### src/rtl/midi_tx.sv
// MIDI 1.0 note-event transmitter: one event per valid/ready handshake becomes
// a Note On / Note Off message on an 8N1 UART line, with optional running status.
module midi_tx #(
   parameter int unsigned CLKS_PER_BIT         = 512,
   parameter bit          NOTE_OFF_AS_ZERO_VEL = 1'b0
) (
   input  logic       clk,
   input  logic       reset,
   input  logic       ev_valid,
   output logic       ev_ready,
   input  logic       ev_note_on,
   input  logic [3:0] ev_channel,
   input  logic [6:0] ev_note,
   input  logic [6:0] ev_velocity,
   input  logic       running_status_en,
   output logic       tx,
   output logic       busy
);

   localparam int unsigned BW = (CLKS_PER_BIT > 2) ? $clog2(CLKS_PER_BIT) : 1;
   localparam logic [BW-1:0] BAUD_LAST = BW'(CLKS_PER_BIT - 1);

   // Handshake: an event transfers on a rising clk edge where ev_valid && ev_ready;
   // ev_ready depends only on the state register (and reset), never on ev_valid.
   typedef enum logic [1:0] {IDLE, START, DATA, STOP} state_t;

   state_t        state_q, state_d;
   logic [BW-1:0] baud_q, baud_d;
   logic [2:0]    bit_q, bit_d;
   logic [1:0]    byte_q, byte_d;
   logic [7:0]    status_q, status_d;
   logic [6:0]    note_q, note_d;
   logic [6:0]    vel_q, vel_d;
   logic [7:0]    last_status_q, last_status_d;
   logic          last_status_valid_q, last_status_valid_d;
   logic          tx_q, tx_d;

   logic [7:0]    ev_status;
   logic [6:0]    ev_vel;
   logic          skip_status;
   logic          baud_end;
   logic [7:0]    cur_byte;

   assign ev_ready = (state_q == IDLE) && !reset;
   assign busy     = (state_q != IDLE);
   assign tx       = tx_q;

   always_comb begin
      ev_status   = {3'b100, (ev_note_on | NOTE_OFF_AS_ZERO_VEL), ev_channel};
      ev_vel      = (!ev_note_on && NOTE_OFF_AS_ZERO_VEL) ? 7'd0 : ev_velocity;
      skip_status = running_status_en && last_status_valid_q && (ev_status == last_status_q);
      baud_end    = (baud_q == BAUD_LAST);
      case (byte_q)
         2'd0:    cur_byte = status_q;
         2'd1:    cur_byte = {1'b0, note_q};
         default: cur_byte = {1'b0, vel_q};
      endcase
   end

   // tx_d always carries the line level of the bit that state_d will be in.
   always_comb begin
      state_d             = state_q;
      baud_d              = baud_q;
      bit_d               = bit_q;
      byte_d              = byte_q;
      status_d            = status_q;
      note_d              = note_q;
      vel_d               = vel_q;
      last_status_d       = last_status_q;
      last_status_valid_d = last_status_valid_q;
      tx_d                = tx_q;
      case (state_q)
         IDLE: begin
            baud_d = '0;
            bit_d  = 3'd0;
            tx_d   = 1'b1;
            if (ev_valid) begin
               state_d  = START;
               tx_d     = 1'b0;
               status_d = ev_status;
               note_d   = ev_note;
               vel_d    = ev_vel;
               byte_d   = skip_status ? 2'd1 : 2'd0;
               // Committed now; a reset before the status byte completes clears it anyway.
               if (!skip_status) begin
                  last_status_d       = ev_status;
                  last_status_valid_d = 1'b1;
               end
            end
         end
         START: begin
            baud_d = baud_end ? '0 : baud_q + 1'b1;
            if (baud_end) begin
               state_d = DATA;
               bit_d   = 3'd0;
               tx_d    = cur_byte[0];
            end
         end
         DATA: begin
            baud_d = baud_end ? '0 : baud_q + 1'b1;
            if (baud_end) begin
               if (bit_q == 3'd7) begin
                  state_d = STOP;
                  bit_d   = 3'd0;
                  tx_d    = 1'b1;
               end else begin
                  bit_d = bit_q + 3'd1;
                  tx_d  = cur_byte[bit_q + 3'd1];
               end
            end
         end
         default: begin
            baud_d = baud_end ? '0 : baud_q + 1'b1;
            if (baud_end) begin
               if (byte_q < 2'd2) begin
                  state_d = START;
                  byte_d  = byte_q + 2'd1;
                  tx_d    = 1'b0;
               end else begin
                  state_d = IDLE;
                  byte_d  = 2'd0;
                  tx_d    = 1'b1;
               end
            end
         end
      endcase
   end

   always_ff @(posedge clk) begin
      if (reset) begin
         state_q             <= IDLE;
         baud_q              <= '0;
         bit_q               <= 3'd0;
         byte_q              <= 2'd0;
         status_q            <= 8'd0;
         note_q              <= 7'd0;
         vel_q               <= 7'd0;
         last_status_q       <= 8'd0;
         last_status_valid_q <= 1'b0;
         tx_q                <= 1'b1;
      end else begin
         state_q             <= state_d;
         baud_q              <= baud_d;
         bit_q               <= bit_d;
         byte_q              <= byte_d;
         status_q            <= status_d;
         note_q              <= note_d;
         vel_q               <= vel_d;
         last_status_q       <= last_status_d;
         last_status_valid_q <= last_status_valid_d;
         tx_q                <= tx_d;
      end
   end

endmodule

### config.mk
export PLATFORM = sky130hd
export DESIGN_NAME = midi_tx
export DESIGN_NICKNAME = d
export VERILOG_FILES = /design/src/rtl/midi_tx.sv
export SDC_FILE = /design/constraint.sdc
export NUM_CORES = 1
export LEC_CHECK = 0
export BUFFER_PORTS_ARGS = -buffer_cell sky130_fd_sc_hd__buf_4
export CELL_PAD_IN_SITES_DETAIL_PLACEMENT = 0
export CELL_PAD_IN_SITES_GLOBAL_PLACEMENT = 2
export CORE_MARGIN = 1.5
export CORE_UTILIZATION = 30
export CTS_CLUSTER_DIAMETER = 150
export DETAILED_ROUTE_END_ITERATION = 8
export PLACE_DENSITY = 0.81
export SYNTH_ARGS = -nofsm -noshare
export SYNTH_HDL_FRONTEND = slang
export SYNTH_SLANG_ARGS = --single-unit
### constraint.sdc
create_clock -name clk -period 2.1 [get_ports clk]
set_clock_uncertainty 0.05 [all_clocks]
set_input_delay 0.105 -clock clk [delete_from_list [all_inputs] [get_ports clk]]
set_output_delay 0.105 -clock clk [all_outputs]
set_load 0.02 [all_outputs]
==> summary.md, run 1 <==
| Metric | Value |
|---|---|
| R2R Setup Slk | `0.13 ns` |
| I/O Buffers | `25` |
| Area post-placement | `2350 sq um` |
| DP Cell Count | `345` |
| GRT Total Usage | `13.7%` |
| # H-tree levels | `2` |
| Drt wl/cell | `12.5 um` |
| CP max stage delay | `0.34 ns` |
| Drt first pass iters | `6` |
| Clock Tree Root | `clkbuf_8` |
| Final worst path period share | `93.8%` |
| Syn Nets | `277` |
| Main combinational cell family by area after synthesis | `simple AND/OR/NAND/NOR gates` |
| Post-synth cell types | `45` |
| Setup total negative slack | `0 ns` |
| Clock Path Buffers | `2` |
| Crit end category | `flip-flop` |
| Total leakage power | `0.00101 uW` |
| Worst reg2reg path depth | `9` |
| P&R area growth vs syn | `28.3%` |
| Die Y | `85.6 um` |
| Largest net degree at the start of global routing | `38` |
| Post-synthesis instance total | `246` |
| WP depth | `9` |
| WP buf/inv | `0` |
| Grt ovf | `0` |
| Fin. max-slew vios | `0` |
| Std-Cell Rows | `29` |
| CP Data Arrival Time | `2.14 ns` |
| Outcome | `complete, but fails checks` |
| CP startpoint kind | `flip-flop` |
| CP cell instances | `ha_2 > nand3_2 > nor2_2 > and3_4 > ha_4 > nand2_1 > a211o_1 > a211o_1 > a21oi_1` |
| Die area | `7330 sq um` |
| Reg-to-reg endpoint | `state_q[0]` |
| CP dominant cell by count | `a211o_1` |
| DRC | `1` |
| Crit path launch | `baud_q[1]` |
| Total clock sinks | `43` |
| Headroom to the max-slew limit | `71.6%` |
| Worst-margin pin slew | `0.426 ns` |
| I/O Pins | `26` |
| Final HPWL DP | `3160 um` |
| Slowest-stage cell, CP | `dfxtp_2` |
| Synth Area in XOR/XNOR | `4.71%` |
| Layout net count | `316` |
| Area fraction in compound gates after synthesis | `16.8%` |
| Post-route insts no fill | `363` |
| Final Hold Vio Count | `0` |
| Setup Viol. Count Final | `0` |
| Starting Density | `31.7%` |
| Synth Area in Adders | `4.89%` |
| Drt via density | `4.85` |
| Most frequent cells after synthesis | `nand2_1 (51), dfxtp_1 (43), a21oi_1 (33), nor2_1 (23), clkbuf_1 (10)` |
| Kind of cell adding the most delay to the critical path | `compound AO/OA/AOI/OAI gates` |
| HP Start | `ev_note[5]` |
| Crit Path Max Fanout | `5` |
| Worst hold path cell count | `3` |
| EDFF count, synth | `0` |
| Fraction of synthesized area in multiplexers | `4.40%` |
| Count leader, synth | `nand2_1` |
| #FFs+latches synth | `43` |
| GP Congestion | `0.696` |
| Fin crit period | `1.97 ns` |
| Unrepaired setup endpoints after global routing | `no` |
| Clk pin slew, worst setup/hold paths | `0.08 ns` |
| DIE WIDTH | `85.6 um` |
| Via count | `1761` |
| F_max | `508 MHz` |
| FF-to-FF Start | `baud_q[1]` |
| DRT antenna net count | `0` |
| Initial antenna violation count | `0` |
| CTS tree | `built` |
| Post-synth top flop | `dfxtp_1` |
| Share of layout cells above drive strength 1 | `22.7%` |
| Synth area leaders | `dfxtp_1 (42%), nand2_1 (9.4%), a21oi_1 (8.1%)` |
| Failing checks | `DRC` |
| Core area | `6460 sq um` |
| MaxCap Viol Count | `0` |
| PD cells | `1040 nW/um^2` |
| Worst Hold Path EP | `note_q[5]` |
| DRT iter0 DRCs | `53` |
| Worst Path Class, Setup | `flip-flop to flip-flop` |
| ANT cells | `0` |
| Peak VDD IR | `0.000356 V` |
| Clock Latency Late Sink | `0.30 ns` |
| Final Cell Area | `2630 sq um` |
| Number of global-route vias before repair | `1759` |
| Sequential area share after synthesis | `42.1%` |
| Simple-Gate Fraction of Synth Area | `22.5%` |
| CTS Buf Count | `5` |
| Top cell type's share of synthesized area | `42.1%` |
| Required time worst endpoint | `2.27 ns` |
| Post-synthesis cell area | `2050 sq um` |
| Post-synth ARST share | `0%` |
| Routed WL | `4540 um` |
| Synth area leader | `dfxtp_1` |
| Synthesis Warnings | `0` |
| First-pass GRT wire length | `8050 um` |
| Synthesized area per cell | `8.32 sq um` |
| Hold WC Path Type | `input port to flip-flop` |
repair_timing:
item                                   in CTS  in global routing
endpoints found under the hold margin      10                  0
resized for setup                           2                  9
hold buffers                               10                  0
buffers inserted                            0                  0
pin swaps                                   0                  3
setup endpoints to repair                   2                  3
cloned                                      0                  0
per-layer routing:
layer	part of all wire (%)	up-vias	global-route usage (%)
met5	0	-	0
met4	1.2	0	4.69
met3	2.7	4	2.79
met2	48	20	23.6
met1	48	823	16.9
li1	-	914	-
cell usage in the layout (no fill, tap or decap), drive strengths merged, types with 3 or more instances in the layout:
| master | count |
|---|---|
| ha | 8 |
| dfxtp | 43 |
| a21oi | 33 |
| dlygate4sd3 | 10 |
| o21ai | 3 |
| buf | 37 |
| o211ai | 3 |
| nand2 | 51 |
| nor2b | 3 |
| clkbuf | 5 |
| mux2i | 3 |
| xor2 | 3 |
| nor2 | 23 |
| xnor2 | 8 |
| nand4 | 3 |
| inv | 7 |
| mux2 | 5 |
| nand2b | 4 |
| a31oi | 3 |
stage by stage:
step	setup WS, ns	util, %	power, uW	hold slack (ns)
floorplan	0.0139	-	1700	0.191
global placement	0.0401	36.4	1970	0.307
detailed placement	-0.0366	36.4	1980	0.312
CTS	0.0249	40.3	2770	0.00147
global route	0.0261	40.7	2940	0.00398
finish	0.131	40.7	2740	0.00239
logic make-up (layout without fill, tap and decap cells):
| group | Yosys count | in the layout |
|---|---|---|
| compound gates | 53 | 53 |
| fa+ha+maj | 8 | 8 |
| mux | 8 | 8 |
| flops | 43 | 43 |
| xor+xnor | 11 | 11 |
| buf+inv | 22 | 62 |
| simple gates | 101 | 101 |
layout make-up:
class                   instances  area, sq um
clock buffers                   5         68.8
flip-flops and latches         43          863
well taps                      77         96.3
clock inverters                 3         67.6
inverters                       7         26.3
repair buffers                 47          378
fillers                       695         3830
multi-input cells             181         1130
worst register-to-register path: stages (launching register included):
cell     delay, ns
dfxtp_2       0.34
ha_2          0.19
nand3_2       0.09
nor2_2        0.14
and3_4        0.19
ha_4          0.15
nand2_1       0.06
a211o_1       0.30
a211o_1       0.27
a21oi_1       0.13
worst max-delay path by stage:
stage	to
2_1_floorplan	state_q[0]
3_3_place_gp	tx
3_5_place_dp	tx
4_1_cts	state_q[0]
5_1_grt	state_q[0]
6_report	state_q[0]
state kept, by name, indices dropped and copies added, names as in the netlist:
name / count
byte_q: 2
last_status_valid_q: 1
vel_q: 7
note_q: 7
bit_q: 3
tx: 1
baud_q: 9
state_q: 2
last_status_q: 5
status_q: 6
power breakdown:
part           switching [uW]  internal, uW
registers                76.1           950
logic                     536           411
clock network             292           474
total                     904          1840
No activity file was read; power rests on OpenSTA's default activity.
==> run 2, diff against run 1 <==
--- a/config.mk
+++ b/config.mk
@@ -9,10 +9,10 @@
 export CELL_PAD_IN_SITES_DETAIL_PLACEMENT = 0
 export CELL_PAD_IN_SITES_GLOBAL_PLACEMENT = 2
 export CORE_MARGIN = 1.5
-export CORE_UTILIZATION = 30
+export CORE_UTILIZATION = 31
 export CTS_CLUSTER_DIAMETER = 150
 export DETAILED_ROUTE_END_ITERATION = 8
-export PLACE_DENSITY = 0.81
+export PLACE_DENSITY = 0.83
 export SYNTH_ARGS = -nofsm -noshare
 export SYNTH_HDL_FRONTEND = slang
 export SYNTH_SLANG_ARGS = --single-unit
==> summary.md, run 2 (same netlist as run 1, synthesis figures left out) <==
| Metric | Value |
|---|---|
| Outcome | `complete, no violations` |
| Fin. max-slew vios | `0` |
| FILL cells | `629` |
| Most frequent cells in the layout | `nand2_1 (51), dfxtp_1 (42), buf_4 (41)` |
| Worst Hold Path EP | `vel_q[0]` |
| Peak VDD IR | `0.000394 V` |
| # H-tree levels | `2` |
| Commonest non-fill, non-tap cell in the layout | `nand2_1` |
| Setup Viol. Count Final | `0` |
| Setup total negative slack | `0 ns` |
| I/O Pins | `26` |
| DRT iter0 DRCs | `54` |
| PD cells | `979 nW/um^2` |
| Required time worst endpoint | `2.28 ns` |
| Routed WL | `4370 um` |
| ANT cells | `0` |
| Final setup margin | `0.150 ns` |
| Multi-input gate area | `1110 sq um` |
| F_max | `513 MHz` |
| Core area | `6350 sq um` |
| Clk pin slew, worst setup/hold paths | `0.08 ns` |
| Worst hold path cell count | `3` |
| DP Worst Slack | `-0.00377 ns` |
| Final worst path period share | `92.9%` |
| Worst-margin pin slew | `0.403 ns` |
| Share of layout cells above drive strength 1 | `22.3%` |
| Largest net degree at the start of global routing | `38` |
| DRC | `0` |
| Starting Density | `32.2%` |
| Worst Path Class, Setup | `flip-flop to flip-flop` |
| Via count | `1723` |
| Unrepaired setup endpoints after global routing | `no` |
| Drt via density | `4.73` |
| HP Start | `ev_velocity[0]` |
| Drt first pass iters | `4` |
| CP Data Arrival Time | `2.13 ns` |
| Max reg flops | `9` |
| Area post-placement | `2370 sq um` |
| Register Area | `862 sq um` |
| Std-Cell Rows | `29` |
| Fin crit period | `1.95 ns` |
| Headroom to the max-slew limit | `73.1%` |
| Worst reg2reg path depth | `9` |
| CTS tree | `built` |
| Layout net count | `317` |
| Top reg by flops | `baud_q` |
| Final Cell Area | `2560 sq um` |
| P&R area growth vs syn | `25.1%` |
| Total leakage power | `0.000996 uW` |
| CP dominant cell by count | `a211o_1` |
| Initial antenna violation count | `0` |
| CTS Buf Count | `5` |
| Clock Tree Root | `clkbuf_8` |
| Reg-to-reg endpoint | `state_q[0]` |
| Final Hold Vio Count | `0` |
| Clock Path Buffers | `2` |
| First-pass GRT wire length | `7600 um` |
| Drt wl/cell | `12.0 um` |
| DRT antenna net count | `0` |
| Die area | `7100 sq um` |
| GP Congestion | `0.713` |
| CP startpoint kind | `flip-flop` |
| Crit Path Max Fanout | `5` |
| Crit end category | `flip-flop` |
| MaxCap Viol Count | `0` |
| Die Y | `84.3 um` |
| Clock Latency Late Sink | `0.29 ns` |
| GRT Total Usage | `13.2%` |
| Total clock sinks | `43` |
| R2R Setup Slk | `0.15 ns` |
| DIE WIDTH | `84.3 um` |
| FF-to-FF Start | `baud_q[0]` |
| CP cell instances | `ha_1 > nand3_1 > nor2_2 > and3_1 > ha_4 > nand2_1 > a211o_1 > a211o_1 > a21oi_1` |
| Biggest regs | `baud_q (9), note_q (7), vel_q (7)` |
| Final HPWL DP | `3100 um` |
| Number of global-route vias before repair | `1657` |
| CP max stage delay | `0.34 ns` |
| I/O Buffers | `25` |
| Grt ovf | `0` |
| Slowest-stage cell, CP | `dfxtp_1` |
| Hold WC Path Type | `input port to flip-flop` |
[run 2: per-layer routing]
layer / global-route usage (%) / vias up / wire [um]
met5: 0 / - / 0
met4: 4.02 / 0 / 50
met3: 3.64 / 5 / 108
met2: 21.9 / 17 / 2060
met1: 16.8 / 789 / 2150
li1: - / 912 / -
[run 2: how the worst max path moves through the flow]
stage	to	slack, ns	from	depth (start not counted)
2_1_floorplan	state_q[0]	0.01	baud_q[0]	10
3_3_place_gp	tx	0.06	baud_q[1]	9
3_5_place_dp	state_q[0]	-0.004	baud_q[1]	9
4_1_cts	state_q[0]	0.009	baud_q[1]	9
5_1_grt	state_q[0]	0.008	baud_q[0]	9
6_report	state_q[0]	0.15	baud_q[0]	9
[run 2: cell type report]
cell class              count  area share [%]
multi-input cells         181            43.5
flip-flops and latches     43            33.7
repair buffers             48            14.8
well taps                  77            3.76
clock buffers               6            2.83
inverters                   7            1.03
clock inverters             2           0.489
[run 2: through the flow]
step           instances  hold slack [ns]  total power [uW]  util, %
6_report             364          0.00777              2510     40.3
5_1_grt              364          0.00214              2710     40.3
2_1_floorplan        246            0.191              1700        -
3_3_place_gp         347            0.303              1960     37.3
4_1_cts              362          0.00208              2500     39.8
3_5_place_dp         347            0.314              1970     37.3
[run 2: repair_timing]
| action | 4_1_cts | 5_1_grt |
|---|---|---|
| setup endpoints to repair | 2 | 3 |
| hold buffers | 7 | 0 |
| setup buffers | 0 | 2 |
| hold endpoints to repair | 7 | 0 |
| pin swaps | 0 | 1 |
| gates resized for setup | 1 | 6 |
[run 2: report_power, final]
group	switching (uW)	leakage, uW	internal, uW	total [uW]
clock network	281	0.0000412	233	514
logic	532	0.000603	431	963
registers	80.2	0.000352	949	1030
[run 2: critical path: cells and delay by family, from the launching register on]
kind / cells / cell delay, ns
AOI/OAI and AO/OA: 3 / 0.69
and+or+nand+nor: 4 / 0.50
DFF: 1 / 0.34
adders and majority gates: 2 / 0.32
==> run 3, diff against run 2 <==
==> config.mk (replaced) <==
export PLATFORM = sky130hd
export DESIGN_NAME = midi_tx
export DESIGN_NICKNAME = d
export VERILOG_FILES = /design/src/rtl/midi_tx.sv
export SDC_FILE = /design/constraint.sdc
export NUM_CORES = 1
export LEC_CHECK = 0
export CELL_PAD_IN_SITES_DETAIL_PLACEMENT = 0
export CELL_PAD_IN_SITES_GLOBAL_PLACEMENT = 2
export CORE_MARGIN = 1.5
export CORE_UTILIZATION = 33
export CTS_CLUSTER_DIAMETER = 150
export DETAILED_ROUTE_END_ITERATION = 8
export DONT_BUFFER_PORTS = 1
export PLACE_DENSITY = 0.81
export REMOVE_ABC_BUFFERS = 1
export SYNTH_ARGS = -nofsm -noshare
export SYNTH_HDL_FRONTEND = slang
export SYNTH_SLANG_ARGS = --single-unit
==> summary.md, run 3 (same netlist as run 1, synthesis figures left out) <==
| Metric | Value |
|---|---|
| Final HPWL DP | `3170 um` |
| Via count | `1704` |
| MaxCap Viol Count | `0` |
| Clock Path Buffers | `2` |
| ANT cells | `0` |
| Outcome | `complete, no violations` |
| Std-Cell Rows | `28` |
| Final worst path period share | `94.3%` |
| Worst-margin pin slew | `0.429 ns` |
| CP max stage delay | `0.34 ns` |
| Fin crit period | `1.98 ns` |
| Largest net degree at the start of global routing | `36` |
| CP cell instances | `ha_2 > nand3_2 > nor2_2 > and3_4 > ha_4 > nand2_1 > a211o_1 > a211o_1 > a21oi_1` |
| Clock Latency Late Sink | `0.29 ns` |
| Reg-to-reg endpoint | `state_q[0]` |
| Power Total | `2480 uW` |
| Crit Path Max Fanout | `5` |
| PD cells | `989 nW/um^2` |
| Peak VDD IR | `0.000420 V` |
| Setup Viol. Count Final | `0` |
| Drt first pass iters | `4` |
| Fin. max-slew vios | `0` |
| Required time worst endpoint | `2.28 ns` |
| Grt ovf | `0` |
| Final Hold Vio Count | `0` |
| GP Congestion | `0.753` |
| Die Y | `81.8 um` |
| Worst reg2reg path depth | `9` |
| Total leakage power | `0.000924 uW` |
| Layout net count | `304` |
| First-pass GRT wire length | `8200 um` |
| Starting Density | `34.4%` |
| R2R Setup Slk | `0.12 ns` |
| Crit end category | `flip-flop` |
| Clk pin slew, worst setup/hold paths | `0.08 ns` |
| Share of layout cells above drive strength 1 | `15.3%` |
| DRT iter0 DRCs | `101` |
| CP dominant cell by count | `a211o_1` |
| Total clock sinks | `43` |
| I/O Pins | `26` |
| Hold WC Path Type | `input port to flip-flop` |
| Worst Path Class, Setup | `flip-flop to flip-flop` |
| # H-tree levels | `2` |
| FILL cells | `633` |
| DIE WIDTH | `81.8 um` |
| Most frequent cells in the layout | `nand2_1 (51), dfxtp_1 (41), a21oi_1 (32)` |
| DRT antenna net count | `0` |
| CTS Buf Count | `5` |
| GRT Total Usage | `16.3%` |
| DRC | `0` |
| Worst hold path cell count | `2` |
| HP Start | `reset` |
| CTS tree | `built` |
| Unrepaired setup endpoints after global routing | `no` |
| Commonest non-fill, non-tap cell in the layout | `nand2_1` |
| Top reg by flops | `baud_q` |
| Headroom to the max-slew limit | `70.6%` |
| Fin util | `42.1%` |
| Most used routing layer | `met2` |
| Worst Hold Path EP | `bit_q[1]` |
| P&R area growth vs syn | `22.6%` |
| FF-to-FF Start | `baud_q[1]` |
| Register Area | `863 sq um` |
| Biggest regs | `baud_q (9), note_q (7), vel_q (7)` |
| Die area | `6680 sq um` |
| GR Layer Usage met3 | `4.00%` |
| Number of global-route vias before repair | `1740` |
| CP startpoint kind | `flip-flop` |
| F_max | `505 MHz` |
| Drt wl/cell | `13.8 um` |
| GR Util met1 | `22.0%` |
| Max reg flops | `9` |
| Routed WL | `4830 um` |
| DP Worst Slack | `-0.00196 ns` |
| Slowest-stage cell, CP | `dfxtp_2` |
| Core area | `5960 sq um` |
| Initial antenna violation count | `0` |
| GR Util met2 | `25.7%` |
| CP Data Arrival Time | `2.16 ns` |
| I/O Buffers | `0` |
| Drt via density | `4.88` |
| Multi-input gate area | `1120 sq um` |
| Clock Tree Root | `clkbuf_8` |
| Final setup margin | `0.120 ns` |
[run 3: cell count changes in the layout (fill, tap and decap cells not counted), sizes merged]
| cell | change |
|---|---|
| buf | -25 |
| clkbuf | +1 |
| clkinvlp | -1 |
| dlygate4sd3 | +12 |
[run 3: critical path, delay by kind of cell (launching register included)]
family | cells | cell delay, ns
AO/OA/AOI/OAI | 3 | 0.73
adder cells (fa/ha/maj) | 2 | 0.33
flip-flops | 1 | 0.34
AND/OR/NAND/NOR | 4 | 0.47
[run 3: timing repair]
item | in CTS | in global routing
setup buffers | 0 | 0
hold buffers | 20 | 0
pin swaps | 0 | 1
endpoints found under the setup margin | 2 | 10
hold endpoints to repair | 34 | 0
resized for setup | 2 | 7
[run 3: stage by stage]
step | area, sq um | hold WS [ns] | TNS, ns | std cells
floorplan | 1980 | 0.124 | -0.0181 | 231
global placement | 2180 | 0.129 | 0 | 321
detailed placement | 2180 | 0.130 | -0.00196 | 321
CTS | 2480 | 0.0304 | 0 | 349
global route | 2510 | 0.0479 | 0 | 349
finish | 2510 | 0.0404 | 0 | 349
[run 3: cell type report]
type | count | area share (%)
Clock inverter | 1 | 0.199
Clock buffer | 7 | 3.04
Sequential cell | 43 | 34.4
Multi-Input combinational cell | 181 | 44.7
Inverter | 7 | 1.05
Tap cell | 75 | 3.74
Timing Repair Buffer | 35 | 12.9
[run 3: worst max path at each step]
stage	startpoint	to	slack, ns	cells after the start
final	baud_q[1]	state_q[0]	0.12	9
after global routing	baud_q[1]	state_q[0]	0.007	9
after floorplan	baud_q[0]	state_q[0]	-0.01	9
after detailed placement	baud_q[1]	state_q[0]	-0.002	9
after global placement	baud_q[1]	tx	0.04	9
after CTS	baud_q[1]	state_q[0]	0.02	9
[run 3: power by group]
part / switching [uW] / leakage, uW / internal, uW / total, uW
combinational: 525 / 0.000529 / 389 / 914
clock: 282 / 0.0000422 / 234 / 516
sequential: 102 / 0.000353 / 950 / 1050
total: 909 / 0.000924 / 1570 / 2480
[run 3: layer usage]
| layer | wire, um | part of all wire (%) |
|---|---|---|
| met1 | 2400 | 50 |
| met2 | 2250 | 47 |
| met3 | 133 | 2.8 |
| met4 | 49 | 1.0 |
| met5 | 0 | 0 |
